### src/rtl/hpu_rx_pkg.sv
// Shared constants for the HSSAER RX merge path: default geometry, error
// indices and merged-event field layout.
package hpu_rx_pkg;

  localparam int NCH_DEF       = 4;
  localparam int CHID_W_DEF    = 2;
  localparam int DSIZE_DEF     = 8;
  localparam int INT_DSIZE_DEF = 24;
  localparam int DROP_W_DEF    = 16;

  localparam int ERR_KO  = 0;
  localparam int ERR_RX  = 1;
  localparam int ERR_TO  = 2;
  localparam int ERR_OF  = 3;
  localparam int ERR_NUM = 4;

  // Merged event = {higher_bits, chid, ae}, LSB first.
  localparam int AE_LSB   = 0;
  localparam int CHID_LSB = DSIZE_DEF;
  localparam int HB_LSB   = DSIZE_DEF + CHID_W_DEF;
  localparam int HB_W     = INT_DSIZE_DEF - HB_LSB;

  typedef enum logic {
    ST_EMPTY = 1'b0,
    ST_FULL  = 1'b1
  } out_state_e;

  function automatic logic [3:0] popcount8(input logic [7:0] v);
    logic [3:0] n;
    n = '0;
    for (int i = 0; i < 8; i++) n += {3'b000, v[i]};
    return n;
  endfunction

endpackage

### src/rtl/hssaer_rx_arbiter_if.sv
// Channel, configuration, status and merged-output signals of the RX arbiter.
// slave = arbiter view, master = surrounding logic / bench view.
interface hssaer_rx_arbiter_if #(
  parameter int NCH       = 4,
  parameter int CHID_W    = 2,
  parameter int DSIZE     = 8,
  parameter int INT_DSIZE = 24,
  parameter int DROP_W    = 16
);
  logic [NCH*DSIZE-1:0]              ch_ae;
  logic [NCH-1:0]                    ch_src_rdy;
  logic [NCH-1:0]                    ch_dst_rdy;
  logic [NCH-1:0]                    ch_err_ko;
  logic [NCH-1:0]                    ch_err_rx;
  logic [NCH-1:0]                    ch_err_to;
  logic [NCH-1:0]                    ch_err_of;
  logic [NCH-1:0]                    cfg_en;
  logic [4*NCH-1:0]                  cfg_err_mask;
  logic [INT_DSIZE-DSIZE-CHID_W-1:0] cfg_higher_bits;
  logic                              err_clr;
  logic [INT_DSIZE-1:0]              out_ae;
  logic                              out_src_rdy;
  logic                              out_dst_rdy;
  logic [4*NCH-1:0]                  err_status;
  logic                              err_irq;
  logic [DROP_W-1:0]                 drop_cnt;

  modport slave (
    input  ch_ae, ch_src_rdy, ch_err_ko, ch_err_rx, ch_err_to, ch_err_of,
    input  cfg_en, cfg_err_mask, cfg_higher_bits, err_clr, out_dst_rdy,
    output ch_dst_rdy, out_ae, out_src_rdy, err_status, err_irq, drop_cnt
  );

  modport master (
    output ch_ae, ch_src_rdy, ch_err_ko, ch_err_rx, ch_err_to, ch_err_of,
    output cfg_en, cfg_err_mask, cfg_higher_bits, err_clr, out_dst_rdy,
    input  ch_dst_rdy, out_ae, out_src_rdy, err_status, err_irq, drop_cnt
  );
endinterface

### src/rtl/rr_arbiter.sv
// Combinational round-robin picker: first request after i_last_gnt, wrapping.
module rr_arbiter #(
  parameter int NCH    = 4,
  parameter int CHID_W = 2
) (
  input  logic [NCH-1:0]    i_req,
  input  logic [CHID_W-1:0] i_last_gnt,
  input  logic              i_enable,
  output logic              o_gnt_valid,
  output logic [CHID_W-1:0] o_gnt_idx,
  output logic [NCH-1:0]    o_gnt_oh
);
  int w_cand;

  always_comb begin
    o_gnt_valid = 1'b0;
    o_gnt_idx   = '0;
    o_gnt_oh    = '0;
    w_cand      = 0;
    if (i_enable) begin
      for (int k = 1; k <= NCH; k++) begin
        w_cand = int'(i_last_gnt) + k;
        if (w_cand >= NCH) w_cand = w_cand - NCH;
        if (!o_gnt_valid && i_req[w_cand]) begin
          o_gnt_valid      = 1'b1;
          o_gnt_idx        = CHID_W'(w_cand);
          o_gnt_oh[w_cand] = 1'b1;
        end
      end
    end
  end
endmodule

### src/rtl/hssaer_rx_arbiter.sv
// Merges NCH HSSAER RX channels into one tagged event stream through a single
// output register; also keeps sticky error status and a saturating drop count.
module hssaer_rx_arbiter
  import hpu_rx_pkg::*;
#(
  parameter int NCH       = NCH_DEF,
  parameter int CHID_W    = CHID_W_DEF,
  parameter int DSIZE     = DSIZE_DEF,
  parameter int INT_DSIZE = INT_DSIZE_DEF,
  parameter int DROP_W    = DROP_W_DEF
) (
  input logic               clk,
  input logic               nrst,
  hssaer_rx_arbiter_if.slave bus
);
  out_state_e               r_state;
  out_state_e               w_state_next;
  logic [CHID_W-1:0]        r_last_gnt;
  logic [INT_DSIZE-1:0]     r_out_ae;
  logic [DROP_W-1:0]        r_drop_cnt;
  logic [ERR_NUM*NCH-1:0]   r_err_status;
  logic                     r_err_irq;

  logic [NCH-1:0]           w_req;
  logic [NCH-1:0]           w_flush;
  logic [NCH-1:0]           w_gnt_oh;
  logic                     w_can_load;
  logic                     w_gnt_valid;
  logic [CHID_W-1:0]        w_gnt_idx;
  logic [DSIZE-1:0]         w_gnt_ae;
  logic [ERR_NUM*NCH-1:0]   w_err_level;
  logic [3:0]               w_drop_inc;
  logic [DROP_W:0]          w_drop_sum;
  logic [DROP_W-1:0]        w_drop_next;

  assign w_req      = bus.ch_src_rdy & bus.cfg_en;
  assign w_flush    = bus.ch_src_rdy & ~bus.cfg_en;
  assign w_can_load = (r_state == ST_EMPTY) | bus.out_dst_rdy;

  rr_arbiter #(.NCH(NCH), .CHID_W(CHID_W)) u_rr (
    .i_req       (w_req),
    .i_last_gnt  (r_last_gnt),
    .i_enable    (w_can_load & nrst),
    .o_gnt_valid (w_gnt_valid),
    .o_gnt_idx   (w_gnt_idx),
    .o_gnt_oh    (w_gnt_oh)
  );

  assign w_gnt_ae       = bus.ch_ae[int'(w_gnt_idx)*DSIZE +: DSIZE];
  // Disabled channels are acknowledged unconditionally so upstream never stalls.
  assign bus.ch_dst_rdy = nrst ? (w_gnt_oh | w_flush) : '0;

  always_comb begin
    w_state_next = r_state;
    if (w_gnt_valid)     w_state_next = ST_FULL;
    else if (w_can_load) w_state_next = ST_EMPTY;
  end

  always_ff @(posedge clk) begin
    if (!nrst) r_state <= ST_EMPTY;
    else       r_state <= w_state_next;
  end

  always_ff @(posedge clk) begin
    if (!nrst) begin
      r_out_ae   <= '0;
      r_last_gnt <= CHID_W'(NCH - 1);
    end else if (w_gnt_valid) begin
      r_out_ae   <= {bus.cfg_higher_bits, w_gnt_idx, w_gnt_ae};
      r_last_gnt <= w_gnt_idx;
    end
  end

  for (genvar gi = 0; gi < NCH; gi++) begin : g_err
    assign w_err_level[ERR_NUM*gi + ERR_KO] = bus.ch_err_ko[gi];
    assign w_err_level[ERR_NUM*gi + ERR_RX] = bus.ch_err_rx[gi];
    assign w_err_level[ERR_NUM*gi + ERR_TO] = bus.ch_err_to[gi];
    assign w_err_level[ERR_NUM*gi + ERR_OF] = bus.ch_err_of[gi];
  end

  assign w_drop_inc  = popcount8(8'(w_flush));
  assign w_drop_sum  = {1'b0, r_drop_cnt} + (DROP_W + 1)'(w_drop_inc);
  assign w_drop_next = w_drop_sum[DROP_W] ? '1 : w_drop_sum[DROP_W-1:0];

  // New error levels are OR-ed after the clear, so a set in the clear cycle survives.
  always_ff @(posedge clk) begin
    if (!nrst) begin
      r_err_status <= '0;
      r_err_irq    <= 1'b0;
      r_drop_cnt   <= '0;
    end else begin
      r_err_status <= (bus.err_clr ? '0 : r_err_status) | w_err_level;
      r_err_irq    <= |(r_err_status & bus.cfg_err_mask);
      r_drop_cnt   <= bus.err_clr ? '0 : w_drop_next;
    end
  end

  assign bus.out_ae      = r_out_ae;
  assign bus.out_src_rdy = (r_state == ST_FULL);
  assign bus.err_status  = r_err_status;
  assign bus.err_irq     = r_err_irq;
  assign bus.drop_cnt    = r_drop_cnt;

endmodule

### src/flat_wrapper.sv
// flat-port wrapper written by rule: the top's interface ports become plain ports
module hssaer_rx_arbiter_flat import hpu_rx_pkg::*;
#(
  parameter int NCH       = NCH_DEF,
  parameter int CHID_W    = CHID_W_DEF,
  parameter int DSIZE     = DSIZE_DEF,
  parameter int INT_DSIZE = INT_DSIZE_DEF,
  parameter int DROP_W    = DROP_W_DEF
)
  (clk, nrst, bus_ch_ae, bus_ch_src_rdy, bus_ch_err_ko, bus_ch_err_rx, bus_ch_err_to, bus_ch_err_of, bus_cfg_en, bus_cfg_err_mask, bus_cfg_higher_bits, bus_err_clr, bus_out_dst_rdy, bus_ch_dst_rdy, bus_out_ae, bus_out_src_rdy, bus_err_status, bus_err_irq, bus_drop_cnt);
  hssaer_rx_arbiter_if #(.NCH(NCH), .CHID_W(CHID_W), .DSIZE(DSIZE), .INT_DSIZE(INT_DSIZE), .DROP_W(DROP_W)) bus_i ();
  input logic clk;
  input logic nrst;
  input wire logic [$bits(bus_i.ch_ae)-1:0] bus_ch_ae;
  input wire logic [$bits(bus_i.ch_src_rdy)-1:0] bus_ch_src_rdy;
  input wire logic [$bits(bus_i.ch_err_ko)-1:0] bus_ch_err_ko;
  input wire logic [$bits(bus_i.ch_err_rx)-1:0] bus_ch_err_rx;
  input wire logic [$bits(bus_i.ch_err_to)-1:0] bus_ch_err_to;
  input wire logic [$bits(bus_i.ch_err_of)-1:0] bus_ch_err_of;
  input wire logic [$bits(bus_i.cfg_en)-1:0] bus_cfg_en;
  input wire logic [$bits(bus_i.cfg_err_mask)-1:0] bus_cfg_err_mask;
  input wire logic [$bits(bus_i.cfg_higher_bits)-1:0] bus_cfg_higher_bits;
  input wire logic [$bits(bus_i.err_clr)-1:0] bus_err_clr;
  input wire logic [$bits(bus_i.out_dst_rdy)-1:0] bus_out_dst_rdy;
  output wire logic [$bits(bus_i.ch_dst_rdy)-1:0] bus_ch_dst_rdy;
  output wire logic [$bits(bus_i.out_ae)-1:0] bus_out_ae;
  output wire logic [$bits(bus_i.out_src_rdy)-1:0] bus_out_src_rdy;
  output wire logic [$bits(bus_i.err_status)-1:0] bus_err_status;
  output wire logic [$bits(bus_i.err_irq)-1:0] bus_err_irq;
  output wire logic [$bits(bus_i.drop_cnt)-1:0] bus_drop_cnt;
  assign bus_i.ch_ae = bus_ch_ae;
  assign bus_i.ch_src_rdy = bus_ch_src_rdy;
  assign bus_i.ch_err_ko = bus_ch_err_ko;
  assign bus_i.ch_err_rx = bus_ch_err_rx;
  assign bus_i.ch_err_to = bus_ch_err_to;
  assign bus_i.ch_err_of = bus_ch_err_of;
  assign bus_i.cfg_en = bus_cfg_en;
  assign bus_i.cfg_err_mask = bus_cfg_err_mask;
  assign bus_i.cfg_higher_bits = bus_cfg_higher_bits;
  assign bus_i.err_clr = bus_err_clr;
  assign bus_i.out_dst_rdy = bus_out_dst_rdy;
  assign bus_ch_dst_rdy = bus_i.ch_dst_rdy;
  assign bus_out_ae = bus_i.out_ae;
  assign bus_out_src_rdy = bus_i.out_src_rdy;
  assign bus_err_status = bus_i.err_status;
  assign bus_err_irq = bus_i.err_irq;
  assign bus_drop_cnt = bus_i.drop_cnt;
  hssaer_rx_arbiter #(.NCH(NCH), .CHID_W(CHID_W), .DSIZE(DSIZE), .INT_DSIZE(INT_DSIZE), .DROP_W(DROP_W)) u_core (.clk(clk), .nrst(nrst), .bus(bus_i));
endmodule
### config.mk
export PLATFORM = sky130hd
export DESIGN_NAME = hssaer_rx_arbiter_flat
export DESIGN_NICKNAME = d
export VERILOG_FILES = /design/src/rtl/hpu_rx_pkg.sv /design/src/rtl/hssaer_rx_arbiter_if.sv /design/src/rtl/rr_arbiter.sv /design/src/rtl/hssaer_rx_arbiter.sv /design/src/flat_wrapper.sv
export SDC_FILE = /design/constraint.sdc
export NUM_CORES = 1
export LEC_CHECK = 0
export CAP_MARGIN = 25
export CORE_MARGIN = 5
export CORE_UTILIZATION = 39
export CTS_BUF_LIST = sky130_fd_sc_hd__clkbuf_8
export DETAILED_ROUTE_END_ITERATION = 10
export GPL_TIMING_DRIVEN = 0
export PLACE_DENSITY = 0.79
export SLEW_MARGIN = 20
export SYNTH_ARGS = -nofsm -noshare
export SYNTH_HDL_FRONTEND = slang
export SYNTH_SLANG_ARGS = --single-unit
### constraint.sdc
create_clock -name clk -period 3.6 [get_ports clk]
set_clock_uncertainty 0.15 [all_clocks]
set_input_delay 0.72 -clock clk [delete_from_list [all_inputs] [get_ports clk]]
set_output_delay 0.72 -clock clk [all_outputs]
set_load 0.005 [all_outputs]
Word level (Yosys, flattened, before mapping) --
Index checks and enable logic that the tools add are counted.
Word-level totals: flip-flop bits (word level) 60, input port bits 90
Cells by class: bitwise operators 13, multiplexer cells 54, add/sub/neg operators 12, reductions and logical operators 13, magnitude comparators 12, shift-type cells 1
Operator list (count):
- 2-to-1 mux 32 bit | 8
- >= comparator 32 x 1 -> 1 bit (second input constant) | 4
- less-than comparator 32 x 4 -> 1 bit (second input constant) | 4
- 2-to-1 mux 4 bit | 9
- >= comparator 32 x 4 -> 1 bit (second input constant) | 1
- 2-to-1 mux 16 bit | 2
- variable part select 32 x 6 -> 8 bit | 1
- subtractor 32 x 4 -> 32 bit (second input constant) | 1
- 2-to-1 mux 1 bit | 22
- adder 16 x 4 -> 17 bit | 1
- AND 16 bit | 1
- OR 16 bit | 1
- OR 4 bit | 4
- OR reduction 16 bit | 1
- 2-to-1 mux 2 bit | 5
- adder 4 x 1 -> 4 bit | 2
- AND 4 bit | 2
- binary-select mux 1 bit (select 2 bit) | 4
- demux 1 bit (select 2 bit) | 4
- subtractor 3 x 3 -> 4 bit (second input constant) | 2
- logical AND 1 bit | 7
- adder 2 x 2 -> 3 bit (second input constant) | 2
- >= comparator 3 bit (second input constant) | 2
- subtractor 4 x 3 -> 5 bit (second input constant) | 1
- other kinds (11) | 14

Depth between registers and ports, before layout --
Gate-level depths: netlist (run 1).
depth in word-level cells 23, mapped depth 12

Cells and area by module --
From an unflattened synthesis (run 1), not the netlist that was laid out.
Second synthesis, totals: cell total of the unflattened synthesis 314, area, all modules 3244.4 sq um
Modules (own cells, without submodules):
- hssaer_rx_arbiter | area an instance 2788.9 sq um, seq. area each 1201.2 sq um, instances 1, cells an instance 266
- rr_arbiter | area an instance 455.4 sq um, seq. area each 0.0 sq um, instances 1, cells an instance 48

Worst setup path after synthesis (run 1) --
OpenSTA, ideal clock, no wires.
path type in2reg, start input port bus_cfg_en[1], end register u_core.r_drop_cnt[11] (netlist: u_core.bus.drop_cnt[11]), path buffers 1, slack -0.132 ns, data arrival time 3.508 ns, cell stages on the path 12, path through and2b_2 -> ha_1 -> fa_1 -> ha_1 -> inv_1 -> fa_1 -> nand2b_1 -> a21oi_1 -> and4_1 -> nand3_1 -> clkbuf_1 -> a31oi_1
Between the ends: cells in the longest elaborated chain, start to end 7
RTL lines:
- start: declaration | line flat_wrapper.sv:20 | input wire logic [$bits(bus_i.cfg_en)-1:0] bus_cfg_en;
- NOT 4 bit | line hssaer_rx_arbiter.sv:37 | assign w_flush = bus.ch_src_rdy & ~bus.cfg_en;
- AND 4 bit | line hssaer_rx_arbiter.sv:37
- adder 1 x 1 -> 2 bit | line hpu_rx_pkg.sv:31 | for (int i = 0; i < 8; i++) n += {3'b000, v[i]};
- adder 4 x 1 -> 4 bit (2 in series) | line hpu_rx_pkg.sv:31
- adder 16 x 4 -> 17 bit | line hssaer_rx_arbiter.sv:82 | assign w_drop_sum = {1'b0, r_drop_cnt} + (DROP_W + 1)'(w_drop_inc);
- 2-to-1 mux 16 bit | line hssaer_rx_arbiter.sv:83 | assign w_drop_next = w_drop_sum[DROP_W] ? '1 : w_drop_sum[DROP_W-1:0];
- end signal: assignment | line hssaer_rx_arbiter.sv:94 | r_drop_cnt <= bus.err_clr ? '0 : w_drop_next;
- end: declaration | line hssaer_rx_arbiter.sv:20 | logic [DROP_W-1:0] r_drop_cnt;
Every way passes these cells. A chain may end at the register's enable or synchronous reset.

Worst setup path in the final report (run 1) --
start register u_core.r_last_gnt[0], end output port bus_ch_dst_rdy[0]
Between the ends: cells in the longest elaborated chain, start to end 23, elaborated cells on any way between the ends 77, classes of those cells add/sub: 8; order compare: 12; mux: 43; bitwise: 4; reduce/logical: 10
RTL lines:
- start: declaration | line hssaer_rx_arbiter.sv:18 | logic [CHID_W-1:0] r_last_gnt;
- start signal: assignment | line hssaer_rx_arbiter.sv:67 | r_last_gnt <= CHID_W'(NCH - 1);
- start signal: assignment | line hssaer_rx_arbiter.sv:70 | r_last_gnt <= w_gnt_idx;
- branches (longest 19 deep; another with subtractor 32 x 4 -> 32 bit)
- 2-to-1 mux 4 bit (*) | line rr_arbiter.sv:24 | if (!o_gnt_valid && i_req[w_cand]) begin
- 2-to-1 mux 4 bit (*) | line rr_arbiter.sv:20 | if (i_enable) begin
- OR 4 bit (*) | line hssaer_rx_arbiter.sv:51 | assign bus.ch_dst_rdy = nrst ? (w_gnt_oh | w_flush) : '0;
- 2-to-1 mux 4 bit (*) | line hssaer_rx_arbiter.sv:51
- end: declaration | line flat_wrapper.sv:25 | output wire logic [$bits(bus_i.ch_dst_rdy)-1:0] bus_ch_dst_rdy;
Mark *: on every way between the ends. The select of a mux whose other input is x is not followed.

==> flow_summary.toml, run 1 <==
[synth]
synth-seq-cells = 60
syn-instance-count = 378
synth_edf_count = 0
syn_avg_cell_area_um2 = 9.000
synth_fp_nets = 483
syn-cell-area_mm2 = 0.003402
seq_area_frac_synth_pct = 35.31
yosysWarnings = 0
synthArstFlopShare_pct = 0
ys.flop_type = "dfxtp_1"
ys_types = 63

[clocking]
cts_max_level = 3
cts.sinks = 60
cts_made_buffers = 9
clkSlewWorstSetupHoldPaths_ps = 80
clockBufferDepth = 2
cts_tree = "done"
clk_latency_ps = 350
cts_root_buffer = "clkbuf_8"
hold_buffers = 0

[flow_run]
maxCapViolCount = 0

[die]
fp.dieH_um = 103.4
num_rows = 34
core-area_mm2 = 0.008593
die_w_um = 103.4
dieArea_mm2 = 0.01069
initial_core_util_pct = 39.59
io_pins = 152

[power]
power.density_mw_per_mm2 = 453.0
intPower_uw = 1625
pwr-share-seq_pct = 33.1
p_leak_uw = 0.002069
p_comb_share_pct = 41.4
switching_share_pct = 33.25
ir_worst_vdd_v = 0.0003977
switching_power_uw = 809.2
clock_power_share_pct = 25.6

[detailed_routing]
routed.top_layer = "met4"
met1Wirelength_um = 4216
wl_met3_um = 930
detail_route.wl_per_cell_um = 16.45
vias = 3560
drt-total-wl_um = 10890
via_per_inst = 5.378
drcViolationCount = 0
antenna_left = 0
wl_met2_um = 5556
drt-initial-drc-count = 162
first_pass_iters = 4

[timing]
fin_ws_ps = 127.9
fin_crit_ps = 3472
max_slew_margin_pct = 56.30
finalMaxSlewViolations = 0
fin_crit_sh_pct = 96.45
rsz0062_at_grt = "no"
fmax_mhz = 288.0
worst_pin_slew_ps = 651.1
finalSetupViolCount = 0
hold_violations = 0

[cells_and_area]
layout_commonest_cell = "clkdlybuf4s50_1"
final_cell_mix = "clkdlybuf4s50_1, dfxtp_1, nand2_1"
n_antenna_cell = 0
final_net_count = 654
area_growth_pct = 57.96
num-fill-cells = 729
fin_util_pct = 62.54
drive_above_1_share_pct = 16.43

[worst_setup_path]
crit_fanout = 9
start_kind = "flop"
r2r_setup_slack_ps = 880
slowest_stage = "mux4_2"
cpPeakStageDelay_ps = 380
arrival_ps = 2600
crit_path_cell_trace = "inv_2 -> ha_1 -> clkbuf_4 -> mux4_2 -> a222oi_1 -> o2bb2ai_1 -> a31o_2 -> dlygate4sd2_1"
cp-end-kind = "primary output"
worstSetupPathType = "reg2out"
required_ps = 2730

[global_routing]
antenna_found_initial = 0
grt_pass1_vias = 3609
grt_overflow_total = 0
grt_pass1_wl_um = 16980
grt_use_total_pct = 20.27
grt_max_degree = 13

[placed_design]
hpwl_um = 8373
preCtsSetupSlack_ps = -829.6
globalplace.congestion = 0.8292
io_buffers = 151

[status]
status = "complete, no violations"

[hold_path]
hold_path_class = "reg2reg"
synthesized netlist by cell type (all sizes together), types with 3 or more instances:
master   instances  area (µm²)
dfxtp           60        1201
nand2           45       176.4
nand3           31       155.2
nor2b           20       132.6
a21oi           18       93.84
o21a            18       135.1
and2            15       93.84
ha              13       162.7
clkbuf          12       45.04
a31oi           11       68.82
buf             11       73.81
and4             9       88.84
a2bb2oi          8       76.32
inv              8       30.03
mux2             8       93.84
nor2             7       26.28
a22oi            6       45.04
xor2             6       52.55
and3             5       32.53
nor3             5       25.02
o21ai            5       25.02
xnor2            5       43.79
a221oi           4       35.03
a222oi           4       40.04
a31o             4       35.04
nand4            4       25.02
o2bb2ai          4       35.03
and2b            3       23.77
nand2b           3       18.77
nand3b           3       22.52
kinds of logic after synthesis:
logic type	share of synthesized area [%]
simple gates	26.08
compound gates	21.37
flops	35.31
buf+inv	4.376
fa+ha+maj	5.958
xor+xnor	2.832
mux	4.082
worst max-delay path: cells and delay by family, from the launching register on:
family / cells / cell delay [ps]
AO/OA/AOI/OAI: 3 / 660
flip-flops: 1 / 350
buffers and inverters: 3 / 590
adder cells (fa/ha/maj): 1 / 270
multiplexers: 1 / 380
layout make-up:
class | count | area (µm²) | area share (%)
plain buffers | 21 | 120.1 | 2.235
clock buffers | 9 | 123.9 | 2.305
clock inverters | 7 | 75.07 | 1.397
inverters | 8 | 30.03 | 0.5588
multi-input cells | 287 | 2125 | 39.53
flip-flops and latches | 60 | 1209 | 22.49
well taps | 108 | 135.1 | 2.515
repair buffers | 162 | 1556 | 28.96
final timing paths:
| check | startpoint | to | depth (start not counted) |
|---|---|---|---|
| max reg2reg | u_core.r_last_gnt[0] | u_core.bus.out_ae[7] | 10 |
| min reg2reg | u_core.bus.out_ae[12] | u_core.bus.out_ae[12] | 2 |
| min | u_core.bus.out_ae[12] | u_core.bus.out_ae[12] | 2 |
| max | u_core.r_last_gnt[0] | bus_ch_dst_rdy[0] | 8 |
routing by layer:
metal / vias to the layer above / GRT usage [%]
li1: 1725 / -
met1: 1675 / 23.45
met2: 143 / 34.71
met3: 17 / 5.969
met4: 0 / 8.665
met5: - / 0
sequential cells by signal (all words and copies together), names as in the netlist:
name and count:
u_core.bus.out_ae 24, u_core.bus.drop_cnt 16, u_core.bus.err_status 16, u_core.r_last_gnt 2
u_core.bus.err_irq 1, u_core.bus.out_src_rdy 1
stage by stage:
| step | total power, µW | hold WS, ps | instances | setup TNS [ps] | area, µm² |
|---|---|---|---|---|---|
| after floorplan | 1372 | 300.3 | 378 | 0 | 3412 |
| after global placement | 1774 | 291.5 | 637 | -13130 | 5059 |
| after detailed placement | 1788 | 295.4 | 637 | -13790 | 5059 |
| after CTS | 2428 | 308.2 | 659 | 0 | 5374 |
| after global routing | 2571 | 330.6 | 662 | 0 | 5374 |
| final | 2434 | 310.8 | 662 | 0 | 5374 |
what timing repair did:
| action | CTS | global route |
|---|---|---|
| resized for setup | 39 | 18 |
| pin swaps | 9 | 5 |
| gates cloned | 1 | 0 |
| buffers inserted | 7 | 3 |
| setup endpoints to repair | 20 | 18 |
power by group through the flow:
stage | combinational, µW | clock, µW | sequential, µW
6_report | 1010 | 622 | 805
3_5_place_dp | 953 | 0 | 835
2_1_floorplan | 543 | 0 | 829
4_1_cts | 969 | 633 | 826
5_1_grt | 1100 | 661 | 815
3_3_place_gp | 941 | 0 | 833
Note: power is estimated with default switching activity, not from simulation.
==> run 2, diff against run 1 <==
Settings changed: SKIP_LAST_GASP set to 1.
==> results of run 2 <==
Same layout as run 1: the final DEF is identical, and so are final timing and power.
==> run 3, diff against run 2 <==
Settings changed: CORE_MARGIN 5 to 2, REMOVE_ABC_BUFFERS set to 1.
==> flow_summary.toml, run 3 (synthesized netlist as in run 1, its figures left out) <==
[clocking]
cts_root_buffer = "clkbuf_8"
clk_latency_ps = 320
clockBufferDepth = 2
clkSlewWorstSetupHoldPaths_ps = 70
hold_buffers = 0
cts.sinks = 60
cts_made_buffers = 9
cts_max_level = 3
cts_tree = "done"

[detailed_routing]
detail_route.wl_per_cell_um = 16.26
antenna_left = 0
via_per_inst = 5.520
vias = 3566
drt-initial-drc-count = 158
drt-total-wl_um = 10510
drcViolationCount = 0
first_pass_iters = 5

[cells_and_area]
final_net_count = 638
final_cell_mix = "clkdlybuf4s50_1, dfxtp_1, nand2_1"
final_cells = 646
n_antenna_cell = 0
drive_above_1_share_pct = 16.91
seq_area_mm2 = 0.001206
multi_input_area_mm2 = 0.002171
largest_register_ffs = 24
layout_commonest_cell = "clkdlybuf4s50_1"
area_growth_pct = 59.10
num-fill-cells = 719

[global_routing]
grt_overflow_total = 0
grt_use_total_pct = 20.74
grt_pass1_wl_um = 16460
grt_pass1_vias = 3479
antenna_found_initial = 0
grt_max_degree = 32

[worst_setup_path]
r2r_setup_slack_ps = 860
required_ps = 2730
crit_fanout = 5
start_kind = "input pin"
worstSetupPathType = "in2out"
cp-end-kind = "primary output"
arrival_ps = 2690

[die]
initial_core_util_pct = 39.59
core-area_mm2 = 0.008593
die_w_um = 97.40
dieArea_mm2 = 0.009486
io_pins = 152
fp.dieH_um = 97.40
num_rows = 34

[timing]
max_slew_margin_pct = 41.85
finalMaxSlewViolations = 0
fin_tns_setup_ps = 0
finalSetupViolCount = 0
worst_pin_slew_ps = 870.1
fin_crit_ps = 3562
hold_violations = 0
fin_crit_sh_pct = 98.93
fmax_mhz = 280.8

[placed_design]
io_buffers = 151
globalplace.congestion = 0.8956
hpwl_um = 7440
dpl.cell_count = 615

[power]
clock_power_share_pct = 29.3
switching_share_pct = 30.77
ir_worst_vdd_v = 0.0002536
switching_power_uw = 787.0
p_leak_uw = 0.002051
pwr-share-seq_pct = 31.6
power.density_mw_per_mm2 = 472.6
intPower_uw = 1771
p_comb_share_pct = 39.1

[status]
status = "complete, no violations"

[hold_path]
hold_path_class = "reg2reg"

[flow_run]
maxCapViolCount = 0
-- run 3: repair_timing --
| item | in CTS | in global routing |
|---|---|---|
| setup buffers | 13 | 0 |
| gates cloned | 0 | 1 |
| gates resized for setup | 36 | 19 |
| pin swaps | 10 | 10 |
| endpoints found under the setup margin | 20 | 20 |
-- run 3: worst paths after layout --
check | from | endpoint | cells past startpoint
min reg2reg | u_core.bus.out_ae[14] | u_core.bus.out_ae[14] | 2
max reg2reg | u_core.r_last_gnt[1] | u_core.bus.out_ae[7] | 8
max | bus_cfg_en[3] | bus_ch_dst_rdy[2] | 7
min | u_core.bus.out_ae[14] | u_core.bus.out_ae[14] | 2
-- run 3: power groups by stage --
stage,clock network (µW),registers [µW],logic [µW]
2_1_floorplan,0,837,490
3_3_place_gp,0,838,880
3_5_place_dp,0,843,910
4_1_cts,765,808,985
5_1_grt,789,818,1070
6_report,749,808,1000
-- run 3: metal layers --
metal / track usage [%] / up-vias / routed length (µm)
met5: 0 / - / 0
met4: 7.585 / 0 / 274
met3: 4.604 / 32 / 662
met2: 37.08 / 161 / 5224
met1: 24.21 / 1674 / 4345
li1: - / 1699 / -
-- run 3: critical path, stage by stage --
cell	delay [ps]
dlygate4sd2_1	270
and2_4	170
mux4_2	540
a222oi_1	500
o2bb2ai_1	150
a31o_1	230
clkbuf_2	120
-- run 3: final cells by class --
cell class | count | share of cell area (%)
Clock buffer | 10 | 2.543
Clock inverter | 6 | 2.057
Multi-Input combinational cell | 288 | 40.11
Timing Repair Buffer | 166 | 29.89
Tap cell | 108 | 2.497
Inverter | 8 | 0.6241
Sequential cell | 60 | 22.28
-- run 3: per-stage QoR --
stage	utilization, %	hold WS (ps)	area (µm²)	setup slack [ps]	power, µW
floorplan	-	300.3	3283	-139.9	1327
global placement	57.37	291.4	4930	-1106	1718
detailed placement	57.63	295.8	4952	-1109	1754
CTS	62.29	306.9	5353	-55.45	2557
global route	62.99	321.4	5413	-1.095	2679
finish	62.99	305.5	5413	38.42	2558
